===== config.mk =====
export PLATFORM = sky130hd
export DESIGN_NAME = cpa_pipe_2stage
export DESIGN_NICKNAME = d
export VERILOG_FILES = /design/src/rtl/cpa_pipe_2stage.sv
export SDC_FILE = /design/constraint.sdc
export NUM_CORES = 1
export LEC_CHECK = 0
export BUFFER_PORTS_ARGS = -buffer_cell sky130_fd_sc_hd__buf_4
export CAP_MARGIN = 20
export CORE_ASPECT_RATIO = 0.8
export CORE_UTILIZATION = 55
export DETAILED_ROUTE_END_ITERATION = 12
export GPL_TIMING_DRIVEN = 0
export PLACE_DENSITY = 0.8
export SETUP_SLACK_MARGIN = 0.3
export SLEW_MARGIN = 40
export SYNTH_ARGS = -nofsm -noshare
export SYNTH_HDL_FRONTEND = slang
export SYNTH_SLANG_ARGS = --single-unit

===== constraint.sdc =====
create_clock -name clk -period 3.4 [get_ports clk]
set_input_delay 0.34 -clock clk [delete_from_list [all_inputs] [get_ports clk]]
set_output_delay 0.34 -clock clk [all_outputs]
set_load 0.05 [all_outputs]

===== src/rtl/cpa_pipe_2stage.sv =====
// ---------------------------------------------------------------------------------------------
// cpa_pipe_2stage
//
// Final carry-propagate adder behind a partial-product reduction tree. The tree hands over a
// SUM row (bit i at weight i) and a CARRY row (bit i at weight i+1). This block shifts the
// CARRY row into place, adds the two rows in a two-stage split adder and delivers the product
// word through a valid/ready handshake.
//
//   Stage 1 adds the low SPLIT bits, registers the partial sum and its carry, and forwards
//           the untouched upper operand slices.
//   Stage 2 adds the upper slices plus the stage-1 carry and registers the full result.
//
// Ports
//   clk        in   rising-edge clock
//   rst_n      in   asynchronous active-low reset
//   in_valid   in   sum_row / carry_row valid
//   in_ready   out  block accepts input this cycle
//   sum_row    in   [WIDTH] SUM row, bit i at weight i
//   carry_row  in   [WIDTH] CARRY row, bit i at weight i+1 (unshifted)
//   out_valid  out  result valid
//   out_ready  in   downstream accepts result
//   result     out  [WIDTH] (sum_row + (carry_row << 1)) mod 2^WIDTH
//   cout       out  carry out of bit WIDTH-1 of that addition
//
// Parameters
//   WIDTH  row and result width in bits
//   SPLIT  number of low-order bits added in stage 1, legal range 1..WIDTH-1
// ---------------------------------------------------------------------------------------------
module cpa_pipe_2stage #(
    parameter int unsigned WIDTH = 32,
    parameter int unsigned SPLIT = 16
) (
    input  logic             clk,
    input  logic             rst_n,
    input  logic             in_valid,
    output logic             in_ready,
    input  logic [WIDTH-1:0] sum_row,
    input  logic [WIDTH-1:0] carry_row,
    output logic             out_valid,
    input  logic             out_ready,
    output logic [WIDTH-1:0] result,
    output logic             cout
);

    localparam int unsigned HI_W = WIDTH - SPLIT;

    // Reject an illegal split at elaboration rather than building a malformed adder.
    generate
        if (SPLIT < 1 || SPLIT > WIDTH - 1) begin : g_bad_split
            $error("cpa_pipe_2stage: SPLIT must lie in 1..WIDTH-1");
        end
    endgenerate

    // -----------------------------------------------------------------------------------------
    // Operand formation
    // -----------------------------------------------------------------------------------------
    logic [WIDTH-1:0] op_a;
    logic [WIDTH-1:0] op_b;

    // The top CARRY bit would land at weight WIDTH; the tree's own shift truncates it too.
    logic unused_carry_msb;
    assign unused_carry_msb = carry_row[WIDTH-1];

    assign op_a = sum_row;
    assign op_b = {carry_row[WIDTH-2:0], 1'b0};

    // -----------------------------------------------------------------------------------------
    // Handshake
    // -----------------------------------------------------------------------------------------
    logic v1_q, v1_d;
    logic v2_q, v2_d;
    logic s2_en;
    logic accept;

    // Stage 2 may load when it is empty or its contents leave this cycle.
    assign s2_en    = v1_q & (~v2_q | out_ready);
    // Depends on out_ready but never on in_valid.
    assign in_ready = ~v1_q | s2_en;
    assign accept   = in_valid & in_ready;

    always_comb begin
        v1_d = v1_q;
        if (accept) begin
            v1_d = 1'b1;
        end else if (s2_en) begin
            v1_d = 1'b0;
        end
    end

    always_comb begin
        v2_d = v2_q;
        if (s2_en) begin
            v2_d = 1'b1;
        end else if (out_ready) begin
            v2_d = 1'b0;
        end
    end

    always_ff @(posedge clk or negedge rst_n) begin
        if (!rst_n) begin
            v1_q <= 1'b0;
            v2_q <= 1'b0;
        end else begin
            v1_q <= v1_d;
            v2_q <= v2_d;
        end
    end

    // -----------------------------------------------------------------------------------------
    // Stage 1: low-slice add, upper slices forwarded
    // -----------------------------------------------------------------------------------------
    logic [SPLIT:0]     lo_sum;
    logic [SPLIT-1:0]   lo_q;
    logic               c_mid_q;
    logic [HI_W-1:0]    a_hi_q;
    logic [HI_W-1:0]    b_hi_q;

    assign lo_sum = {1'b0, op_a[SPLIT-1:0]} + {1'b0, op_b[SPLIT-1:0]};

    always_ff @(posedge clk or negedge rst_n) begin
        if (!rst_n) begin
            lo_q    <= '0;
            c_mid_q <= 1'b0;
            a_hi_q  <= '0;
            b_hi_q  <= '0;
        end else if (accept) begin
            lo_q    <= lo_sum[SPLIT-1:0];
            c_mid_q <= lo_sum[SPLIT];
            a_hi_q  <= op_a[WIDTH-1:SPLIT];
            b_hi_q  <= op_b[WIDTH-1:SPLIT];
        end
    end

    // -----------------------------------------------------------------------------------------
    // Stage 2: high-slice add with the carry from stage 1
    // -----------------------------------------------------------------------------------------
    logic [HI_W:0]      hi_sum;
    logic [WIDTH-1:0]   result_q;
    logic               cout_q;

    assign hi_sum = {1'b0, a_hi_q} + {1'b0, b_hi_q} + {{HI_W{1'b0}}, c_mid_q};

    // Loads only on s2_en, so a stalled result holds and reset zeros never go X.
    always_ff @(posedge clk or negedge rst_n) begin
        if (!rst_n) begin
            result_q <= '0;
            cout_q   <= 1'b0;
        end else if (s2_en) begin
            result_q <= {hi_sum[HI_W-1:0], lo_q};
            cout_q   <= hi_sum[HI_W];
        end
    end

    assign out_valid = v2_q;
    assign result    = result_q;
    assign cout      = cout_q;

endmodule


Yosys cells after proc, flatten, opt, wreduce, memory -nomap -nowiden
Cells that the tools add are included.
- div/mod/pow operators: 0
- equal/unequal tests: 0
- multiplexer cells: 4
- add/subtract/negate cells: 3
- reduce and logical (&&, ||, !) cells: 2
- magnitude comparators: 0
- multiply operators: 0
- bitwise gates (word level): 6
- shifts and indexed selects: 0
- operators by type and width (kind ; count):
    16-bit by 16-bit adder with 17-bit output ; 2
    17-bit by 1-bit adder with 17-bit output ; 1
    1-bit 2-to-1 mux ; 4
    2-bit nonzero test ; 2
    1-bit bitwise AND ; 2
    1-bit NOT ; 2
    1-bit OR ; 2
- input port bits: 68
- latch bits: 0
- register bits: 84
- bits in read-only memories: 0
- RAM bits: 0
- memories kept: 0

Logic depth before layout (Yosys ltp)
- depth after elaboration: 6
- gate-level depth with buffers: 7

Worst setup path before layout
OpenSTA, ideal clock, no wires.
- path kind: flip-flop to flip-flop
- start point: reg c_mid_q
- end point: reg result_q[28], in the netlist result[28]
- path buffers: 0
- setup time: 0.069 ns
- cell stages (with the launch flop): 8
- setup slack: 0.967 ns
- arrival time: 2.364 ns
- cells stage by stage: dfrtp_1 -> fa_1 -> fa_1 -> a211oi_2 -> o21ai_2 -> and3_4 -> or4_1 -> nand3_1
- longest elaborated chain between the ends: 1
- RTL lines (item ; line ; RTL):
    from (decl) ; 114 ; logic c_mid_q;
    from (signal assigned) ; 128 ; c_mid_q <= lo_sum[SPLIT];
    17-bit by 1-bit adder with 17-bit output ; 141 ; assign hi_sum = {1'b0, a_hi_q} + {1'b0, b_hi_q} + {{HI_W{1'b0}}, c_mid_q};
    to (signal assigned) ; 149 ; result_q <= {hi_sum[HI_W-1:0], lo_q};
    to (decl) ; 138 ; logic [WIDTH-1:0] result_q;
Every way passes these cells.
A chain may end at the register's enable or synchronous reset.

Worst setup path after layout
- start point: reg c_mid_q
- end point: reg result_q[24], in the netlist result[24]
Same word-level chain as after synthesis.

==> impl_metrics.tcl <==
set metrics [dict create \
    status "complete, but fails checks" \
    place_area_sq_um 5730 \
    fillerInstances 720 \
    maxCapViolCount 0 \
    gr-usage-all-layers 0.278 \
    worstSetupPathType "reg -> reg" \
    p_leak_nw 2.98 \
    clock_skew_ns 0.0169 \
    clk_pin_slew_ns 0.11 \
    path_max_fanout 4 \
    vias 4464 \
    syn-cell-area_sq_um 4830 \
    ys.flop_type "dfrtp_1" \
    synthCells 554 \
    numPortBuffers 101 \
    hold_viol_final 9 \
    grt_pass1_wl_um 19900 \
    violations "hold timing" \
    numCtsBuffers 9 \
    synth_most_common_cell "nand2_1" \
    cts_tree "built" \
    startpoint_type "flip-flop" \
    io_pins 103 \
    arrival_ns 2.97 \
    cts.path.max_buffers 2 \
    clock-sinks 84 \
    die_h_um 85.8 \
    reg2reg_from "c_mid_q" \
    drv_slew 0 \
    period_needed_ns 2.68 \
    dr.pass1.iters 7 \
    first_global_vias 4170 \
    syn_avg_cell_area_sq_um 8.71 \
    num_rows 30 \
    wl_um 12100 \
    clk_latency_ns 0.36 \
    reg2reg_slack_ns 0.72 \
    cts_setup_buffers 0 \
    peakVddDrop_v 0.000381 \
    dieArea_sq_um 9160 \
    die-width_um 107 \
    grt_overflow 0 \
    synth.ff_latch_count 84 \
    initial_core_util 0.569 \
    hold_class "in -> async" \
    synth_top_area_frac 0.435 \
    end_kind "flip-flop" \
    crit_required_ns 3.69 \
    finalCritPeriodShare 0.788 \
    synth-edff-count 0 \
    ant_nets 0 \
    maxSlewHeadroom 0.560 \
    grt_setup_unrepaired "false" \
    powerDensity_nw_per_um2 619 \
    setup_viol 0 \
    synth_area_leader_cell "dfrtp_1" \
    first_iter_violations 284 \
    syn_nets 655 \
    synth_warnings 0 \
    hold_buffers 0 \
    antenna_found_initial 0 \
    tightest_slew_ns 0.660 \
    nets 767 \
    multiInputGateArea_sq_um 2590 \
    htreeDepth 3 \
    synth_common_cells "nand2_1 (196), dfrtp_1 (84), ha_1 (30), o21ai_0 (28), a21oi_1 (22)" \
    core_sq_um 8480 \
    root_buffer "clkbuf_8" \
    ys_async_sr_fraction 1.00 \
    r2r-end "result[24]" \
    drive_gt1_frac 0.213 \
    antennaDiodeCount 0 \
    stdcell_area_sq_um 5920 \
    synth_cell_types 66 \
    place_congestion 0.939 \
    reg2regPathDepth 7 \
    ctsResizeCount 0 \
    area_growth_pct 22.7 \
    synth.area.top_cells "dfrtp_1 (44%), nand2_1 (15%), ha_1 (7.8%), o21ai_0 (2.9%), a21oi_1 (2.3%)" \
    post-dp-hpwl_um 9160 \
    wl_per_cell_um 15.4 \
    ff_latch_area_sq_um 2100 \
    grt_max_degree 85 \
    vias_per_cell 5.70 \
    setup_tns_ns 0 \
    finalPower_w 0.00367 \
    max_freq_ghz 0.373 \
    timing.hold.ws_ns -0.0321 \
    drc_errors 0 \
    ys_seq_area_frac 0.435 \
]
## metrics by stage
stage	hold WS (ns)	std cells	utilization	worst slack (ns)
floorplan	0.0444	554	-	0.967
global placement	0.444	767	0.675	0.825
detailed placement	0.441	767	0.675	0.733
CTS	0.0418	783	0.698	0.722
global route	0.0346	783	0.698	0.618
finish	-0.0321	783	0.698	0.720
## state kept, by name, summed over array words and instances (netlist names)
register	count
a_hi_q	16
b_hi_q	16
c_mid_q	1
result	32
out_valid	1
v1_q	1
lo_q	16
cout	1
## metal layers
layer | global-route usage | up-vias | part of all wire
li1 | - | 2160 | -
met1 | 0.394 | 2134 | 0.47
met2 | 0.455 | 166 | 0.46
met3 | 0.0456 | 4 | 0.068
met4 | 0.0560 | 0 | 0.0044
met5 | 0 | - | 0
## worst max-delay path, cell delays in order (launching register included)
cell and delay (ns):
dfrtp_1 0.42, fa_1 0.50, fa_1 0.48, a211oi_2 0.28
o21ai_2 0.16, and2_1 0.22, or4_1 0.47, nand3b_1 0.09
## how the worst max path moves through the flow
stage / startpoint / endpoint / slack, ns / depth (start not counted)
2_1_floorplan: c_mid_q / result[28] / 0.97 / 7
3_3_place_gp: c_mid_q / result[28] / 0.82 / 7
3_5_place_dp: c_mid_q / result[28] / 0.73 / 7
4_1_cts: c_mid_q / result[28] / 0.72 / 7
5_1_grt: c_mid_q / result[24] / 0.62 / 7
6_report: c_mid_q / result[24] / 0.72 / 7
## layout make-up
| cell class | count | area share |
|---|---|---|
| Clock buffer | 9 | 0.0209 |
| Clock inverter | 7 | 0.0110 |
| Tap cell | 112 | 0.0237 |
| Multi-Input combinational cell | 438 | 0.437 |
| Sequential cell | 84 | 0.355 |
| Timing Repair Buffer | 101 | 0.129 |
| Buffer | 25 | 0.0188 |
| Inverter | 7 | 0.00444 |
## cells by family after synthesis
kind of cell	Yosys count	synth area share
buffers and inverters	32	0.0285
AO/OA/AOI/OAI	120	0.177
XOR/XNOR	10	0.0181
multiplexers	1	0.00207
flip-flops	84	0.435
AND/OR/NAND/NOR	274	0.249
adder cells (fa/ha/maj)	33	0.0902
## power by group
part	internal, W	leakage, nW	switching [W]
clock network	0.000287	0.0951	0.000419
registers	0.00122	1.03	0.000136
logic	0.000552	1.86	0.00105
## placed cells by master, fill, tap and decap left out, types with 3 or more instances in the layout
cell | netlist | final
nand2_1 | 196 | 196
buf_4 | 0 | 100
dfrtp_1 | 84 | 84
ha_1 | 30 | 30
o21ai_0 | 28 | 28
a21oi_1 | 22 | 22
nor2_1 | 17 | 17
clkbuf_1 | 10 | 10
nand3_1 | 10 | 10
clkbuf_8 | 0 | 10
buf_2 | 8 | 8
a211oi_1 | 8 | 8
a21o_1 | 8 | 8
and2_1 | 7 | 7
nand4_1 | 7 | 7
inv_1 | 7 | 7
buf_1 | 6 | 6
xor2_1 | 6 | 6
o21a_1 | 5 | 5
o31ai_1 | 5 | 5
nor3_1 | 5 | 5
nand2b_1 | 4 | 4
o21ai_1 | 4 | 4
nor3b_1 | 4 | 4
xnor2_1 | 4 | 4
or3_1 | 4 | 4
inv_6 | 0 | 4
nand3b_1 | 3 | 3
or4_1 | 3 | 3
o21bai_1 | 3 | 3
a211o_1 | 3 | 3
fa_1 | 3 | 3
No activity file was read; power rests on OpenSTA's default activity.
